### src/rtl/rbz_gpout_pkg.sv
// Shared types for the general-purpose output router: mode encodings, source ids, config record.
// Latency: n/a (types and constants only).
// Backpressure: n/a.
package rbz_gpout_pkg;

  // Width of the divider reload held in every config record.
  localparam int unsigned CFG_DIV_W = 8;

  typedef enum logic [1:0] {
    MODE_DIRECT  = 2'b00,
    MODE_TOGGLE  = 2'b01,
    MODE_STICKY  = 2'b10,
    MODE_STRETCH = 2'b11
  } gpout_mode_e;

  // Source select ids.
  localparam logic [3:0] SRC_PRIMARY  = 4'd0;
  localparam logic [3:0] SRC_ALT      = 4'd1;
  localparam logic [3:0] SRC_CLK      = 4'd2;
  localparam logic [3:0] SRC_DIVCLK   = 4'd3;
  localparam logic [3:0] SRC_HPOS0    = 4'd4;
  localparam logic [3:0] SRC_HPOS1    = 4'd5;
  localparam logic [3:0] SRC_HPOS8    = 4'd6;
  localparam logic [3:0] SRC_HPOS9    = 4'd7;
  localparam logic [3:0] SRC_VPOS0    = 4'd8;
  localparam logic [3:0] SRC_VPOS1    = 4'd9;
  localparam logic [3:0] SRC_VPOS8    = 4'd10;
  localparam logic [3:0] SRC_VPOS9    = 4'd11;
  localparam logic [3:0] SRC_TEX_OEB0 = 4'd12;
  localparam logic [3:0] SRC_TEX_IN0  = 4'd13;
  localparam logic [3:0] SRC_VEC_CSB  = 4'd14;
  localparam logic [3:0] SRC_REG_CSB  = 4'd15;

  typedef struct packed {
    logic [3:0]           sel;
    gpout_mode_e          mode;
    logic [CFG_DIV_W-1:0] div;
  } gpout_cfg_t;

  // Sources shared by every channel; hpos/vpos carry bits {9,8,1,0}.
  typedef struct packed {
    logic       reg_csb;
    logic       vec_csb;
    logic       tex_in0;
    logic       tex_oeb0;
    logic [3:0] vpos;
    logic [3:0] hpos;
  } gpout_shared_t;

endpackage

### src/rtl/gpout_channel.sv
// One debug output channel: source mux, divider, edge detect, mode logic, shadow/active config.
// Latency: direct 0 cycles combinational, stateful modes update at the sampling edge; +1 when registered.
// Backpressure: none; config writes are always accepted and applied on the frame strobe.
// GPOUT_STRETCH_EN builds the pulse-stretch counter; without it mode 11 acts as direct.
module gpout_channel
  import rbz_gpout_pkg::*;
#(
  parameter int unsigned STRETCH_W = 4
) (
  input  logic          i_clk,
  input  logic          i_reset_n,
  input  logic          i_cfg_we,
  input  gpout_cfg_t    i_cfg,
  input  logic          i_frame_strobe,
  input  logic          i_clear,
  input  logic          i_reg_outs_enb,
  input  logic          i_primary,
  input  logic          i_alt,
  input  gpout_shared_t i_shared,
  output logic          o_gpout,
  output logic          o_pending
);

  gpout_cfg_t           shadow_q;
  gpout_cfg_t           active_q;
  logic                 pending_q;
  logic                 apply;
  logic [CFG_DIV_W-1:0] div_cnt_q;
  logic                 divclk_q;
  logic                 s_q;
  logic                 state_q;
  logic                 out_q;
  logic [15:0]          src;
  logic                 s;
  logic                 s_rise;
  logic                 stretch_act;
  logic                 out_c;
  gpout_mode_e          mode_eff;

  // Only channels with an outstanding write are touched by the frame strobe.
  assign apply     = i_frame_strobe & pending_q;
  assign o_pending = pending_q;

  // Shadow capture, frame-aligned apply; a write coinciding with the strobe stays pending.
  always_ff @(posedge i_clk or negedge i_reset_n) begin
    if (!i_reset_n) begin
      shadow_q  <= '0;
      active_q  <= '0;
      pending_q <= 1'b0;
    end else begin
      if (apply)
        active_q <= shadow_q;
      if (i_cfg_we)
        shadow_q <= i_cfg;
      if (i_cfg_we)
        pending_q <= 1'b1;
      else if (i_frame_strobe)
        pending_q <= 1'b0;
    end
  end

  // Divider: count 0..div, toggle divclk on wrap, restart on apply.
  always_ff @(posedge i_clk or negedge i_reset_n) begin
    if (!i_reset_n) begin
      div_cnt_q <= '0;
      divclk_q  <= 1'b0;
    end else if (apply) begin
      div_cnt_q <= '0;
      divclk_q  <= 1'b0;
    end else if (div_cnt_q == active_q.div) begin
      div_cnt_q <= '0;
      divclk_q  <= ~divclk_q;
    end else begin
      div_cnt_q <= div_cnt_q + CFG_DIV_W'(1);
    end
  end

  // Source table indexed by the active select.
  always_comb begin
    src               = '0;
    src[SRC_PRIMARY]  = i_primary;
    src[SRC_ALT]      = i_alt;
    src[SRC_CLK]      = i_clk;
    src[SRC_DIVCLK]   = divclk_q;
    src[SRC_HPOS0]    = i_shared.hpos[0];
    src[SRC_HPOS1]    = i_shared.hpos[1];
    src[SRC_HPOS8]    = i_shared.hpos[2];
    src[SRC_HPOS9]    = i_shared.hpos[3];
    src[SRC_VPOS0]    = i_shared.vpos[0];
    src[SRC_VPOS1]    = i_shared.vpos[1];
    src[SRC_VPOS8]    = i_shared.vpos[2];
    src[SRC_VPOS9]    = i_shared.vpos[3];
    src[SRC_TEX_OEB0] = i_shared.tex_oeb0;
    src[SRC_TEX_IN0]  = i_shared.tex_in0;
    src[SRC_VEC_CSB]  = i_shared.vec_csb;
    src[SRC_REG_CSB]  = i_shared.reg_csb;
  end

  assign s      = src[active_q.sel];
  assign s_rise = s & ~s_q;

  // Effective mode: the raw clock cannot be edge-detected, so it is always passed straight through.
  always_comb begin
    mode_eff = active_q.mode;
    if (active_q.sel == SRC_CLK)
      mode_eff = MODE_DIRECT;
`ifndef GPOUT_STRETCH_EN
    if (mode_eff == MODE_STRETCH)
      mode_eff = MODE_DIRECT;
`endif
  end

  // Edge history and toggle/sticky state; sticky set beats clear, clear beats toggle.
  always_ff @(posedge i_clk or negedge i_reset_n) begin
    if (!i_reset_n) begin
      s_q     <= 1'b0;
      state_q <= 1'b0;
    end else if (apply) begin
      s_q     <= 1'b0;
      state_q <= 1'b0;
    end else begin
      s_q <= s;
      case (mode_eff)
        MODE_TOGGLE: begin
          if (i_clear)
            state_q <= 1'b0;
          else if (s_rise)
            state_q <= ~state_q;
        end
        MODE_STICKY: begin
          if (s_rise)
            state_q <= 1'b1;
          else if (i_clear)
            state_q <= 1'b0;
        end
        default: begin
          if (i_clear)
            state_q <= 1'b0;
        end
      endcase
    end
  end

`ifdef GPOUT_STRETCH_EN
  logic [STRETCH_W-1:0] stretch_q;

  // Stretch counter: an edge (re)loads the full count, then it drains to zero.
  always_ff @(posedge i_clk or negedge i_reset_n) begin
    if (!i_reset_n)
      stretch_q <= '0;
    else if (apply)
      stretch_q <= '0;
    else if ((mode_eff == MODE_STRETCH) && s_rise)
      stretch_q <= '1;
    else if (stretch_q != '0)
      stretch_q <= stretch_q - STRETCH_W'(1);
  end

  assign stretch_act = (stretch_q != '0);
`else
  assign stretch_act = 1'b0;
`endif

  // Conditioned output per effective mode.
  always_comb begin
    out_c = s;
    case (mode_eff)
      MODE_TOGGLE,
      MODE_STICKY:  out_c = state_q;
      MODE_STRETCH: out_c = stretch_act | s_rise;
      default:      out_c = s;
    endcase
  end

  // Optional output register.
  always_ff @(posedge i_clk or negedge i_reset_n) begin
    if (!i_reset_n)
      out_q <= 1'b0;
    else
      out_q <= out_c;
  end

  assign o_gpout = i_reg_outs_enb ? out_c : out_q;

endmodule

### src/rtl/gpout_router.sv
// Routes CH debug outputs from 16 internal sources with per-channel mode and divider.
// Latency: 0 cycles combinational / 1 cycle registered; config lands at the next frame strobe.
// Backpressure: none; writes to channels >= CH are dropped. Optional feature macro: GPOUT_STRETCH_EN.
module gpout_router
  import rbz_gpout_pkg::*;
#(
  parameter  int unsigned CH        = 3,
  parameter  int unsigned DIV_W     = 8,
  parameter  int unsigned STRETCH_W = 4,
  localparam int unsigned CH_W      = (CH > 1) ? $clog2(CH) : 1
) (
  input  logic             i_clk,
  input  logic             i_reset_n,
  input  logic             i_cfg_we,
  input  logic [CH_W-1:0]  i_cfg_ch,
  input  logic [3:0]       i_cfg_sel,
  input  logic [1:0]       i_cfg_mode,
  input  logic [DIV_W-1:0] i_cfg_div,
  input  logic             i_frame_strobe,
  input  logic             i_clear,
  input  logic             i_reg_outs_enb,
  input  logic [CH-1:0]    i_primary,
  input  logic [CH-1:0]    i_alt,
  input  logic             i_vec_csb,
  input  logic             i_reg_csb,
  input  logic             i_tex_oeb0,
  input  logic [3:0]       i_tex_in,
  input  logic [9:0]       i_hpos,
  input  logic [9:0]       i_vpos,
  output logic [CH-1:0]    o_gpout,
  output logic             o_cfg_pending
);

  gpout_cfg_t    cfg_wr;
  gpout_shared_t shared;
  logic [CH-1:0] pending;
  logic          unused_bits;

  // Pack the write port into a config record; reloads wider than the record are truncated.
  always_comb begin
    cfg_wr      = '0;
    cfg_wr.sel  = i_cfg_sel;
    cfg_wr.mode = gpout_mode_e'(i_cfg_mode);
    cfg_wr.div  = CFG_DIV_W'(i_cfg_div);
  end

  // Gather the shared source bits every channel can select.
  always_comb begin
    shared          = '0;
    shared.hpos     = {i_hpos[9], i_hpos[8], i_hpos[1], i_hpos[0]};
    shared.vpos     = {i_vpos[9], i_vpos[8], i_vpos[1], i_vpos[0]};
    shared.tex_oeb0 = i_tex_oeb0;
    shared.tex_in0  = i_tex_in[0];
    shared.vec_csb  = i_vec_csb;
    shared.reg_csb  = i_reg_csb;
  end

  assign unused_bits = ^{i_tex_in[3:1], i_hpos[7:2], i_vpos[7:2]};

  for (genvar c = 0; c < CH; c++) begin : g_ch
    logic wr_hit;
    assign wr_hit = i_cfg_we && (i_cfg_ch == CH_W'(c));

    gpout_channel #(
      .STRETCH_W (STRETCH_W)
    ) u_ch (
      .i_clk          (i_clk),
      .i_reset_n      (i_reset_n),
      .i_cfg_we       (wr_hit),
      .i_cfg          (cfg_wr),
      .i_frame_strobe (i_frame_strobe),
      .i_clear        (i_clear),
      .i_reg_outs_enb (i_reg_outs_enb),
      .i_primary      (i_primary[c]),
      .i_alt          (i_alt[c]),
      .i_shared       (shared),
      .o_gpout        (o_gpout[c]),
      .o_pending      (pending[c])
    );
  end

  assign o_cfg_pending = |pending;

endmodule

### config.mk
export PLATFORM = sky130hd
export DESIGN_NAME = gpout_router
export DESIGN_NICKNAME = d
export VERILOG_FILES = /design/src/rtl/rbz_gpout_pkg.sv /design/src/rtl/gpout_channel.sv /design/src/rtl/gpout_router.sv
export SDC_FILE = /design/constraint.sdc
export NUM_CORES = 1
export LEC_CHECK = 0
export ABC_CLOCK_PERIOD_IN_PS = 3460
export BUFFER_PORTS_ARGS = -buffer_cell sky130_fd_sc_hd__buf_2
export CELL_PAD_IN_SITES_DETAIL_PLACEMENT = 1
export CELL_PAD_IN_SITES_GLOBAL_PLACEMENT = 1
export CORE_ASPECT_RATIO = 1.75
export CORE_MARGIN = 3
export CORE_UTILIZATION = 40
export DETAILED_ROUTE_END_ITERATION = 10
export PLACE_DENSITY_LB_ADDON = 0.3
export RECOVER_POWER = 25
export SYNTH_ARGS = -nofsm -noshare
export SYNTH_HDL_FRONTEND = slang
export SYNTH_HIERARCHICAL = 1
export SYNTH_SLANG_ARGS = --single-unit
### constraint.sdc
create_clock -name i_clk -period 3.46 [get_ports i_clk]
set_input_delay 0.519 -clock i_clk [delete_from_list [all_inputs] [get_ports i_clk]]
set_output_delay 0.519 -clock i_clk [all_outputs]
set_load 0.01 [all_outputs]
==> flow_summary.ini <==
[synth]
synth_area_per_cell_um2 = 12.75
netlist.area_leader.share = 0.5215
synth_area_leaders = dfrtp_1 52%, mux2_2 18%, xnor2_1 4.5%
synth-main-ff-cell = dfrtp_1
synthCells = 463
async_flop_share = 1.000
synth_top_area_cell = dfrtp_1
synthTopCellsByCount = 123 x dfrtp_1, 93 x mux2_2, 42 x nor2_1
syn-num-nets = 527
synthesis.area_um2 = 5902
synth.distinct_cells = 37
seq_area_frac_synth = 0.5215
yosys_warnings = 6
synth_edf_count = 0
synth.most_common_cell = dfrtp_1
synth-seq-cells = 123

[floorplan]
coreArea_um2 = 14440
die_area_um2 = 16310
die-width_um = 97.82
die_h_um = 166.7
start_util = 0.4087
num_rows = 58
pin_count = 59

[sta]
setup_violations = 3
slew_headroom = -0.05660
finalHoldViolCount = 0
clock_skew_ps = 12.70
slew_viol_final = 31
worst_pin_slew_ps = 1585
fin_ws_ps = -297.5
fin_setup_tns_ps = -685.8
rsz0062_at_grt = true

[global_route]
antenna_found_initial = 0
track_usage = 0.2304
grt_pass1_wl_um = 26900
gr-total-overflow = 0
grt_max_degree = 71
grt_pass1_vias = 5315

[final_layout]
nFillCells = 1454
syn_to_final_growth_pct = 33.07
drive_gt1_frac = 0.4355
antennaDiodeCount = 0
nets = 619

[min_path]
hold_path.class = in2reg

[critical_path]
critPathMaxFanout = 3
critical_path_class = clk2out
crit_top_cell = clkbuf_16
crit_path_start_kind = clock port
crit_arrival_ps = 3240
end_kind = output port
required_ps = 2940
crit_slowest_cell = a211oi_4
critPathMaxStageDelay_ps = 280
cp_cell_sequence = clkbuf_16 > clkbuf_16 > and2b_2 > a211oi_4 > nor4_4 > nor2_4 > o22ai_4 > mux2_4 > buf_6

[run_status]
status = finished, violations left
violations = capacitance limit, slew limit, setup timing

[power]
p_switching_uw = 2350
seq_power_share = 0.303
p_int_uw = 5339
clockPowerShare = 0.512
p_total_uw = 7689
p_leak_uw = 0.003538
ir_drop_uv = 401.6
p_per_area_nw_per_um2 = 979.1
sw_frac_of_total = 0.3056
comb_power_share = 0.185

[route]
vias = 4268
drc = 0
ant_nets = 0
drt_iter0_drc = 178
drt_first_pass_iters = 5
finalWirelength_um = 16720
viasPerCell = 5.608
wl_per_cell_um = 21.97

[placement]
dp_hpwl_um = 9674
gp_congestion = 0.8273
io_buffers = 43

[clocking]
cts_tree = built
path_clk_slew_ps = 60
clkLatencyLatePin_ps = 520

[job]
cap_violations = 1
[critical path, delay by kind of cell]
family | cells | cell delay [ps]
buffers and inverters | 3 | 390
AND/OR/NAND/NOR | 3 | 480
AO/OA/AOI/OAI | 2 | 360
multiplexers | 1 | 280
[flip-flops by register name, indices dropped and copies added (netlist names)]
signal,count
g_ch.u_ch/out_q,3
g_ch.u_ch/div_cnt_q,24
g_ch.u_ch/divclk_q,3
g_ch.u_ch/o_pending,3
g_ch.u_ch/state_q,3
g_ch.u_ch/s_q,3
g_ch.u_ch/shadow_q,42
g_ch.u_ch/active_q,42
[stage by stage]
stage / worst slack, ps / cells / utilization / instance area, µm² / hold slack, ps
4_1_cts: -507.4 / 760 / 0.5480 / 7914 / 265.5
5_1_grt: -363.5 / 761 / 0.5438 / 7854 / 270.6
3_3_place_gp: 64.59 / 677 / 0.4359 / 6295 / 472.2
6_report: -297.5 / 761 / 0.5438 / 7854 / 278.5
2_1_floorplan: 157.7 / 463 / - / 5902 / 223.4
3_5_place_dp: 64.59 / 677 / 0.4359 / 6295 / 473.6
[repair_timing]
item | in CTS | in global routing
pin swaps | 12 | 10
hold endpoints to repair | 28 | 0
gates cloned | 0 | 0
setup endpoints to repair | 24 | 5
resized for setup | 24 | 2
setup buffers | 12 | 4
hold buffers | 1 | 0
[logic make-up (layout without fill, tap and decap cells)]
kind of cell,after synthesis,after routing,share of synthesized area
buffers and inverters,30,148,0.02671
AND/OR/NAND/NOR,118,118,0.1172
adder cells (fa/ha/maj),9,9,0.01908
flip-flops,123,123,0.5215
multiplexers,99,99,0.2022
AO/OA/AOI/OAI,39,39,0.04643
XOR/XNOR,45,45,0.06678
[routing by layer]
| layer | global-route usage | vias to the layer above | part of all wire | routed length (µm) |
|---|---|---|---|---|
| met5 | 0 | - | 0 | 0 |
| met4 | 0.2224 | 0 | 0.059 | 979 |
| met3 | 0.1077 | 75 | 0.045 | 751 |
| met2 | 0.3789 | 190 | 0.55 | 9200 |
| met1 | 0.1978 | 2167 | 0.35 | 5789 |
| li1 | - | 1836 | - | - |
[cell type report]
type | instances | area, µm² | area share
Clock buffer | 71 | 1220 | 0.1553
Tap cell | 180 | 225.2 | 0.02868
Inverter | 18 | 67.56 | 0.008603
Timing Repair Buffer | 44 | 224.0 | 0.02852
Multi-Input combinational cell | 310 | 2790 | 0.3553
Sequential cell | 123 | 3078 | 0.3919
Clock inverter | 15 | 249.0 | 0.03170
[worst paths after layout]
kind                                           start                        to  slack [ps]  cells after the start
setup / recovery                               i_clk                o_gpout[2]        -300                      9
hold / removal                          i_cfg_div[4]  g_ch[1].u_ch/shadow_q[4]         280                      2
setup reg to reg           g_ch[1].u_ch/active_q[10]      g_ch[1].u_ch/state_q         640                     12
hold reg to reg             g_ch[1].u_ch/shadow_q[6]  g_ch[1].u_ch/active_q[6]         500                      1
max in group asynchronous                  i_reset_n  g_ch[1].u_ch/shadow_q[6]         700                      3
min in group asynchronous                  i_reset_n        g_ch[0].u_ch/out_q         960                      2
[placed cells by master (no fill, tap or decap), drive strengths merged, types with 4 or more instances in the layout]
master and instances:
nor3b 4, clkinv 4, and3 6, mux4 6, buf 56, nand4 6
xor2 15, nand3 15, and2b 6, inv 21, bufinv 7, dfrtp 123
a211oi 6, nand2 12, o21ai 6, or3 4, xnor2 30, nor2 45
clkbuf 58, a21oi 9, or2b 6, mux2 93, ha 9
[power groups by stage]
| stage | sequential (µW) | combinational [µW] | clock, µW |
|---|---|---|---|
| floorplan | 2150 | 1050 | 261 |
| global placement | 2270 | 1170 | 281 |
| detailed placement | 2310 | 1260 | 280 |
| CTS | 2330 | 1420 | 4130 |
| global route | 2390 | 1570 | 4170 |
| finish | 2330 | 1420 | 3940 |
Power figures use the tool's default switching activity.
